## src/rtl/if_id_stage.sv

```systemverilog
// Fetch PC plus IF/ID register; splits the held word into decode fields.
// Stall, flush and redirect come from later stages.
package if_id_pkg;

  typedef struct packed {
    logic        valid;
    logic [31:0] instr;
  } if_id_t;

  localparam if_id_t BUBBLE = '{valid: 1'b0, instr: 32'h0};

endpackage

module if_id_stage
  import if_id_pkg::*;
#(
  parameter int unsigned     PC_W       = 32,
  parameter logic [PC_W-1:0] RESET_PC   = '0,
  parameter logic [3:0]      OP_IMM22_A = 4'b1000,
  parameter logic [3:0]      OP_IMM22_B = 4'b1001
) (
  input  logic            clk,
  input  logic            rst_n,
  input  logic            stall,
  input  logic            flush,
  input  logic            redirect_valid,
  input  logic [PC_W-1:0] redirect_target,
  output logic [PC_W-1:0] imem_addr,
  input  logic [31:0]     imem_rdata,
  output logic            id_valid,
  output logic [PC_W-1:0] id_pc,
  output logic [31:0]     id_instr,
  output logic [3:0]      id_opcode,
  output logic [5:0]      id_rd,
  output logic [5:0]      id_rs,
  output logic [5:0]      id_rt,
  output logic [31:0]     id_imm_b,
  output logic [31:0]     id_imm_c,
  output logic            id_imm_sel,
  output logic [31:0]     fetch_count
);

  logic [PC_W-1:0] pc;
  logic [PC_W-1:0] pc_q;
  if_id_t          id_q;
  logic [31:0]     cnt;
  logic            kill;
  logic            load;
  logic            sat;

  assign kill = redirect_valid | flush;
  assign load = !kill && !stall;
  assign sat  = &cnt;

  always_ff @(posedge clk or negedge rst_n) begin
    if (!rst_n) begin
      pc <= RESET_PC;
    end else if (redirect_valid) begin
      pc <= redirect_target;
    end else if (!stall) begin
      pc <= pc + 1'b1;
    end
  end

  // A kill still records the current pc so the bubble is traceable.
  always_ff @(posedge clk or negedge rst_n) begin
    if (!rst_n) begin
      id_q <= BUBBLE;
      pc_q <= '0;
    end else if (kill) begin
      id_q <= BUBBLE;
      pc_q <= pc;
    end else if (!stall) begin
      id_q <= '{valid: 1'b1, instr: imem_rdata};
      pc_q <= pc;
    end
  end

  always_ff @(posedge clk or negedge rst_n) begin
    if (!rst_n) begin
      cnt <= '0;
    end else if (load && !sat) begin
      cnt <= cnt + 32'd1;
    end
  end

  always_comb begin
    id_imm_sel = 1'b0;
    unique case (id_q.instr[31:28])
      OP_IMM22_A,
      OP_IMM22_B: id_imm_sel = 1'b1;
      default:    id_imm_sel = 1'b0;
    endcase
  end

  assign imem_addr   = pc;
  assign id_valid    = id_q.valid;
  assign id_pc       = pc_q;
  assign id_instr    = id_q.instr;
  assign id_opcode   = id_q.instr[31:28];
  assign id_rd       = id_q.instr[27:22];
  assign id_rs       = id_q.instr[21:16];
  assign id_rt       = id_q.instr[15:10];
  assign id_imm_b    = {16'b0, id_q.instr[15:0]};
  assign id_imm_c    = {10'b0, id_q.instr[21:0]};
  assign fetch_count = cnt;

endmodule

```

## config.mk

```make
export PLATFORM = sky130hd
export DESIGN_NAME = if_id_stage
export DESIGN_NICKNAME = d
export VERILOG_FILES = /design/src/rtl/if_id_stage.sv
export SDC_FILE = /design/constraint.sdc
export NUM_CORES = 1
export LEC_CHECK = 0
export BUFFER_PORTS_ARGS = -buffer_cell sky130_fd_sc_hd__buf_2
export CELL_PAD_IN_SITES_DETAIL_PLACEMENT = 1
export CELL_PAD_IN_SITES_GLOBAL_PLACEMENT = 2
export CORE_MARGIN = 2
export CORE_UTILIZATION = 30
export CTS_CLUSTER_DIAMETER = 200
export CTS_CLUSTER_SIZE = 14
export DETAILED_ROUTE_END_ITERATION = 7
export PLACE_DENSITY = 0.92
export SYNTH_ARGS = -nofsm -noshare
export SYNTH_HDL_FRONTEND = slang
export SYNTH_SLANG_ARGS = --single-unit
```

## constraint.sdc

```tcl
create_clock -name clk -period 3.4 [get_ports clk]
set_input_delay 0.51 -clock clk [delete_from_list [all_inputs] [get_ports clk]]
set_output_delay 0.51 -clock clk [all_outputs]
set_load 0.01 [all_outputs]
```

==> metrics.txt <==
largest net degree at the start of global routing 66; Routed Antenna Nets 0; Post-Syn Instances ~570; Worst setup EP type flip-flop; Die X 149 µm; Seq pwr share 0.424; P_sw about 1.1 mW; share of flip-flops with an asynchronous set or reset 1.00; fill count between 2000 and 2500; die footprint between 0.02 and 0.025 mm²; clock sink count 129; DRC 0; CP endpoint imem_addr[15]; I/O Pins 285; Worst EP required about 3.7 ns; final hold violations 0; HP Class in2async; worst hold margin 0.0873 ns; setup bufs post-CTS 0; Max-Cap Viols 0; Tot GR Track Use 0.161; RePlAce Congestion around 0.76; row cnt between 50 and 60; Post-synth EDFFs 0; Worst-path clk slew roughly 0.06 ns; CTS tree done; Clock power frac 0.451; via count around 4900; largest area contributor in the netlist dfrtp_1; DP HPWL 13.3 mm; Area growth, synth to finish 26.8%; internal power ~3.1 mW; DR vias/cell between 4 and 5; final setup fails 0; CP Class reg2reg; status completed; # H-tree levels 4; Peak VDD IR roughly 0.31 mV; Comb pwr share 0.125; fmax about 460 MHz; Final min period between 2 and 2.5 ns; Synth top area share 0.512; Skew-Pair Late Insertion Delay 0.41 ns; Netlist cell types 46; first-pass GRT wire length between 20 and 30 mm; pwr dens 528 mW/mm²; crit path from imem_addr[3]; Syn Std Cell Area 0.00631 mm²; Reg2Reg Depth 5; routed len/inst approximately 17 µm; sequential area share after synthesis 0.512; RR Endpoint imem_addr[15]; Final #Nets between 800 and 900; number of DRC markers in iteration 0 165; Worst slew margin 0.400; CTS Root Cell clkbuf_16; Initial Util 0.303; vias in the first global route approximately 4900; CP startpoint kind flip-flop; core area about 0.021 mm²; critical path cell sequence nand4_1 -> nor3_2 -> and3_1 -> xnor2_1 -> o21ai_0; period utilization 0.646; # resized after CTS 0; Pins Over Slew Limit 0; total grt overflow 0; Buffers on Ports 258; Detailed Routing Iterations Pass 1 4; dominant cells by area after synthesis dfrtp_1 51%, buf_4 10%, mux2_2 5.9%; Post-CTS Hold Buffers 0; Sw Ratio 0.270; antenna cells 0; Leak Pwr between 4 and 5 nW; CP max FO 11; r2r setup slk about 1.2 ns; synth warn 0; unrepaired setup endpoints after global routing no; Synth Register Bits ~130; TNS Setup 0 ns; slowest stage delay, CP about 0.80 ns; clock buffer depth 2; share of layout cells above drive strength 1 0.445; clock skew 0.00887 ns; Worst R2R Start imem_addr[3]; Die Span Y ~150 µm; synthesized area per cell 11.1 µm²; Synth Flop Type dfrtp_1; initial antenna violation count 1; Crit-path slowest cell nor3_2; WL final roughly 18 mm; clock buffer count from CTS 17; worst-margin pin slew about 0.9 ns; Crit path arrival time between 2 and 2.5 ns
-- worst max-delay path, delay by kind of cell (launching register included) --
family | cells | cell delay (ns)
simple gates | 3 | 1.39
flops | 1 | 0.46
xor+xnor | 1 | 0.11
compound gates | 1 | 0.08
-- cells in the final DEF (no fill, tap or decap), types with 24 or more instances in the layout --
master | netlist | routed
buf_2 | 4 | 257
dfrtp_1 | 129 | 129
nand2_1 | 59 | 59
mux2_2 | 33 | 33
xor2_1 | 32 | 32
a22o_1 | 32 | 32
o21ai_0 | 31 | 31
xnor2_1 | 28 | 28
conb_1 | 1 | 26
nand3_1 | 24 | 24
-- state kept, by name, summed over array words and instances, names as in the netlist --
register	count
fetch_count	32
id_instr	32
id_pc	32
id_valid	1
imem_addr	32
-- cells in the mapped netlist, drive strengths merged, types with 4 or more instances --
| cell | count |
|---|---|
| clkbuf | 15 |
| dfrtp | 129 |
| xor2 | 32 |
| nand3 | 25 |
| mux2 | 33 |
| and4 | 4 |
| buf | 92 |
| nand2 | 59 |
| and3 | 9 |
| nand4 | 19 |
| xnor2 | 28 |
| nor3 | 10 |
| a22o | 32 |
| nor2 | 14 |
| o21ai | 32 |
| nor4 | 8 |
-- area by class of cell --
| cell class | count | area [µm²] | area share |
|---|---|---|---|
| multi-input combinational | 353 | 2450 | 0.306 |
| sequential | 129 | 3230 | 0.404 |
| tap | 275 | 344 | 0.0430 |
| inverter | 2 | 7.51 | 0.000939 |
| clock buffer | 19 | 453 | 0.0567 |
| clock inverter | 13 | 159 | 0.0199 |
| timing repair buffer | 264 | 1360 | 0.169 |
-- power groups by stage --
stage | logic (mW) | clock network (mW) | registers [mW]
2_1_floorplan | 0.254 | 0 | 1.85
3_3_place_gp | 0.522 | 0 | 1.81
3_5_place_dp | 0.537 | 0 | 1.82
4_1_cts | 0.539 | 1.96 | 1.79
5_1_grt | 0.585 | 2.03 | 1.81
6_report | 0.528 | 1.91 | 1.79
-- worst min path at each step --
stage                     endpoint  slack [ns]      from
floorplan           fetch_count[0]        0.21     rst_n
global placement          id_valid        0.46  id_valid
detailed placement        id_valid        0.46  id_valid
CTS                       id_pc[6]        0.12     rst_n
global route              id_pc[5]        0.11     rst_n
finish                    id_pc[2]        0.09     rst_n
-- cells by family after synthesis --
group / count (synthesis) / synth area share
flip-flops: 129 / 0.512
adder cells (fa/ha/maj): 2 / 0.00397
AO/OA/AOI/OAI: 71 / 0.0821
XOR/XNOR: 60 / 0.0833
other: 1 / 0.000595
multiplexers: 34 / 0.0605
buffers and inverters: 109 / 0.117
AND/OR/NAND/NOR: 160 / 0.140
-- stage by stage --
stage	total power [mW]	utilization	instances	setup WS [ns]	area (µm²)
2_1_floorplan	2.10	-	591	1.45	6400
3_5_place_dp	2.35	0.355	1023	1.00	7380
4_1_cts	4.29	0.384	1055	1.16	8000
5_1_grt	4.43	0.384	1055	0.978	8000
3_3_place_gp	2.33	0.355	1023	1.06	7380
6_report	4.22	0.384	1055	1.20	8000
-- per-layer routing --
metal	part of all wire	vias up	routed length (µm)	global-route usage
li1	-	2257	-	-
met1	0.41	2422	7420	0.195
met2	0.50	184	9070	0.278
met3	0.076	19	1380	0.0489
met4	0.011	2	206	0.0476
met5	0.00055	-	10	0
Power figures use the tool's default switching activity.
